## config.mk

```make
export PLATFORM = sky130hd
export DESIGN_NAME = instr_sequencer
export DESIGN_NICKNAME = d
export VERILOG_FILES = /design/src/rtl/instr_sequencer.sv
export SDC_FILE = /design/constraint.sdc
export NUM_CORES = 1
export LEC_CHECK = 0
export ABC_AREA = 1
export BUFFER_PORTS_ARGS = -buffer_cell sky130_fd_sc_hd__buf_2
export CORE_AREA = 2 2 102 104
export CTS_CLUSTER_DIAMETER = 80
export DETAILED_ROUTE_END_ITERATION = 10
export DIE_AREA = 0 0 104 106
export PLACE_DENSITY = 0.79
export SETUP_SLACK_MARGIN = 0.1
export SLEW_MARGIN = 20
export SYNTH_ARGS = -nofsm -noshare
export SYNTH_HDL_FRONTEND = slang
export SYNTH_SLANG_ARGS = --single-unit
```

## constraint.sdc

```tcl
create_clock -name clk -period 4.45 [get_ports clk]
set_clock_uncertainty 0.15 [all_clocks]
set_input_delay 0.2225 -clock clk [delete_from_list [all_inputs] [get_ports clk]]
set_output_delay 0.2225 -clock clk [all_outputs]
set_load 0.01 [all_outputs]
```

## src/rtl/instr_sequencer.sv

```systemverilog
// instr_sequencer: program store and timed instruction issuer for SimpleCPU.
// Define SEQ_LOOP_EN to wrap to address 0 on HALT/end-of-memory instead of stopping.
module instr_sequencer #(
  parameter int         ADDR_W      = 4,
  parameter int         HOLD_CYCLES = 3,
  parameter logic [7:0] IDLE_INSTR  = 8'h00
) (
  input  logic              clk,
  input  logic              reset,
  input  logic              prog_we,
  input  logic [ADDR_W-1:0] prog_addr,
  input  logic [7:0]        prog_data,
  input  logic              start,
  input  logic              stop,
  output logic [7:0]        instruction,
  output logic              instr_valid,
  output logic [ADDR_W-1:0] pc,
  output logic              busy,
  output logic              done
);

  localparam int DEPTH = 2**ADDR_W;
  localparam int CNT_W = (HOLD_CYCLES > 1) ? $clog2(HOLD_CYCLES) : 1;
  localparam logic [CNT_W-1:0]  CNT_LOAD = CNT_W'(HOLD_CYCLES - 1);
  localparam logic [ADDR_W-1:0] ADDR0    = '0;
  localparam logic [ADDR_W-1:0] ADDR_ONE = ADDR_W'(1);
  localparam logic [ADDR_W-1:0] PC_LAST  = '1;

  typedef enum logic [1:0] {
    IDLE,
    RUN,
    DONE
  } state_t;

  state_t            state, state_n;
  logic [7:0]        mem [DEPTH];
  logic [CNT_W-1:0]  cnt, cnt_n;
  logic [7:0]        instr_n;
  logic              valid_n;
  logic [ADDR_W-1:0] pc_n;
  logic [ADDR_W-1:0] pc_inc;
  logic [7:0]        nxt;
  logic [7:0]        first;

  function automatic logic is_halt(input logic [7:0] i);
    return i[7:4] == 4'hF;
  endfunction

  assign pc_inc = pc + ADDR_ONE;
  assign nxt    = mem[pc_inc];
  assign first  = mem[ADDR0];
  assign busy   = (state == RUN);
  assign done   = (state == DONE);

  // Program store has no reset so a loaded program survives reset.
  always_ff @(posedge clk) begin
    if (prog_we && state != RUN)
      mem[prog_addr] <= prog_data;
  end

  always_ff @(posedge clk or posedge reset) begin
    if (reset) begin
      state       <= IDLE;
      instruction <= IDLE_INSTR;
      instr_valid <= 1'b0;
      pc          <= '0;
      cnt         <= '0;
    end else begin
      state       <= state_n;
      instruction <= instr_n;
      instr_valid <= valid_n;
      pc          <= pc_n;
      cnt         <= cnt_n;
    end
  end

  always_comb begin
    state_n = state;
    instr_n = instruction;
    valid_n = 1'b0;
    pc_n    = pc;
    cnt_n   = cnt;
    unique case (state)
      RUN: begin
        if (stop) begin
          instr_n = IDLE_INSTR;
          state_n = IDLE;
        end else if (cnt != '0) begin
          cnt_n = cnt - CNT_W'(1);
        end else if (pc == PC_LAST || is_halt(nxt)) begin
`ifdef SEQ_LOOP_EN
          pc_n    = '0;
          instr_n = first;
          valid_n = 1'b1;
          cnt_n   = CNT_LOAD;
`else
          instr_n = IDLE_INSTR;
          state_n = DONE;
          if (pc != PC_LAST)
            pc_n = pc_inc;
`endif
        end else begin
          instr_n = nxt;
          pc_n    = pc_inc;
          valid_n = 1'b1;
          cnt_n   = CNT_LOAD;
        end
      end
      default: begin
        if (start) begin
          pc_n = '0;
          if (is_halt(first)) begin
            instr_n = IDLE_INSTR;
            state_n = DONE;
          end else begin
            instr_n = first;
            valid_n = 1'b1;
            cnt_n   = CNT_LOAD;
            state_n = RUN;
          end
        end
      end
    endcase
  end

endmodule

```

==> impl_metrics.toml <==
[critical_path]
critical_path.top_delay_family = "buffers and inverters"
path_buf_inv = 3
critPathKind = "reg2reg"
setup.worst_path.start_class = "flop"
cp.arrival_ns = 3.38
cp_slowest_cell = "buf_4"
critPathMaxStageDelay_ns = 0.62
path_max_fanout = 79
cp.required_ns = 4.72
crit_top_cell = "nand2_1"
path_cells = "buf_4 > inv_2 > nand2_1 > nand2_1 > nand2_1 > nand3_1 > nand3_1 > nand2_1 > nand2_1 > inv_1 > nand2_4 > nand3_2 > nand3_1 > nand2_1"
end_kind = "flop"

[cts]
cts-hold-fix-buffers = 11
cts.sinks = 145
clk_latency_ns = 0.53
numCtsBuffers = 17
cts_resized = 0
cts_tree = "built"
cts_setup_buffers = 0
cts.clk_slew.worst_paths_ns = 0.07
clock_tree.buffer_depth = 2
htreeDepth = 4
root_buffer = "clkbuf_8"

[route]
first_iter_violations = 606
routed.top_layer = "met4"
vias = 4535
wl_met2_mm = 7.387
first_pass_iters = 6
route.detailed.drc = 0
routed_wl_mm = 14.72
met3_length_mm = 1.256
wl_met1_mm = 5.670
wl_per_cell_um = 18.61
viasPerCell = 5.733
antenna_left = 0

[worst_hold_path]
hold_path.class = "in2reg"

[die]
start_util_pct = 63.28
ios = 32
die_area_mm2 = 0.01102
rows = 37
die_w_um = 104
die_h_um = 106
core_mm2 = 0.01000

[final_layout]
syn_to_final_growth_pct = 14.30
fin_nets = 662
final_cell_area_mm2 = 0.007232
layout_commonest_cell = "nand2_1"
drive_above_1_share_pct = 11.30
instances_no_fill = 791
utilization_pct = 72.32
fill_cells = 686
layout_common_cells = "nand2_1, edfxtp_1, nand3_1, inv_1, nor2_1"
diodes = 0

[logic_synthesis]
synth_flop_cell = "edfxtp_1"
yosys.area.top_type_share_pct = 60.75
avgSynthCellArea_um2 = 10.48
synthArstFlopShare_pct = 11.72
ys_seq_area_share_pct = 67.47
ys_top_cells_by_area = "edfxtp_1, nand2_1, nand3_1, dfrtp_1, inv_1"
ys_ff_latch = 145
synthCells = 604
synth-edff-count = 128
yosys_warnings = 0
syn_nets = 624
syn_area_mm2 = 0.006327
synth_area_leader_cell = "edfxtp_1"
synth.distinct_cells = 27

[timing]
tns_ns = 0
worst_pin_slew_ns = 0.9883
slew_violations = 0
finalSetupViolations = 0
rsz0062_at_grt = "false"
max_slew_margin_pct = 33.87
period_share_pct = 69.83
period_needed_ns = 3.108
hold_viol = 0
fmax_ghz = 0.3218

[placed_design]
port_buffers = 31
gp_congestion = 0.9094
dp.cells = 748
dpl-instance-area_mm2 = 0.006544
hpwl_mm = 9.178

[power]
pwr-share-seq_pct = 37.6
p_int_w = 0.002739
combPwrFrac_pct = 30.1
ir_worst_vdd_v = 0.0003619
power_switching_share_pct = 36.34
clkPwrFrac_pct = 32.3
p_per_area_mw_per_mm2 = 594.8
switching_power_w = 0.001563
power.leakage_nw = 2.948
finalPower_w = 0.004302

[flow_run]
drv_cap = 0

[grt]
grt-ovfl-total = 0
grt_pass1_vias = 4457
grt_pass1_wl_mm = 23.58
grt.total_usage_pct = 28.58
antenna_found_initial = 0
grt_max_degree = 80

[status]
status = "completed"
==> synthesized netlist by cell type, drive strengths merged (5+ instances only) <==
library cell    n
o21ai          10
nand3         101
nand2         154
nand4           8
clkbuf          5
edfxtp        128
inv            72
a21oi          16
o211ai          5
nor2           52
dfrtp          17
buf            20
==> flip-flops by register name, summed over array words and instances, names as in the netlist <==
name	flops
cnt	2
instr_valid	1
instruction	8
mem	128
pc	4
state	2
==> worst paths after layout <==
check	start	endpoint	slack, ns	depth (start not counted)
min reg2reg	cnt[0]	cnt[0]	0.34	2
min in group asynchronous	reset	pc[1]	0.19	3
min	prog_addr[2]	mem[6][7]	0.16	3
max reg2reg	pc[0]	state[1]	1.34	14
max	pc[0]	state[1]	1.34	14
max in group asynchronous	reset	pc[0]	3.51	3
==> worst reg2reg max path, delay by kind of cell (launching register included) <==
kind / cells / cell delay (ns)
flip-flops: 1 / 0.36
AND/OR/NAND/NOR: 11 / 1.22
buffers and inverters: 3 / 1.29
==> metal layers <==
layer	GRT usage, %	up-vias
met5	0	-
met4	12.16	0
met3	6.131	36
met2	47.70	250
met1	36.69	2139
li1	-	2110
==> metrics by stage <==
stage / setup WS, ns / hold slack (ns)
final: 1.342 / 0.1563
after global routing: 0.9864 / 0.1911
after CTS: 1.355 / 0.1516
after detailed placement: 1.378 / 0.2042
after global placement: 1.434 / 0.1691
after floorplan: 2.271 / -0.001431
==> power groups by stage <==
stage	combinational, W	sequential, W	clock [W]
2_1_floorplan	0.000907	0.00166	0
3_3_place_gp	0.00120	0.00164	0
3_5_place_dp	0.00126	0.00164	0
4_1_cts	0.00128	0.00162	0.00139
5_1_grt	0.00144	0.00162	0.00146
6_report	0.00130	0.00162	0.00139
==> area by class of cell <==
class,instances,area [um2],area share [%]
flip-flops and latches,145,4270,59.05
clock inverters,15,163.9,2.266
well taps,136,170.2,2.353
multi-input cells,362,1663,22.99
inverters,72,270.3,3.737
repair buffers,44,280.3,3.875
clock buffers,17,414.1,5.727
==> cells by family (layout without fill, tap and decap cells) <==
group,Yosys count,count (layout),synth area share (%)
AO/OA/AOI/OAI,35,35,3.045
XOR/XNOR,4,4,0.9097
adder cells (fa/ha/maj),3,3,0.5933
buffers and inverters,97,148,6.249
flip-flops,145,145,67.47
AND/OR/NAND/NOR,320,320,21.73
Note: power is estimated with default switching activity, not from simulation.
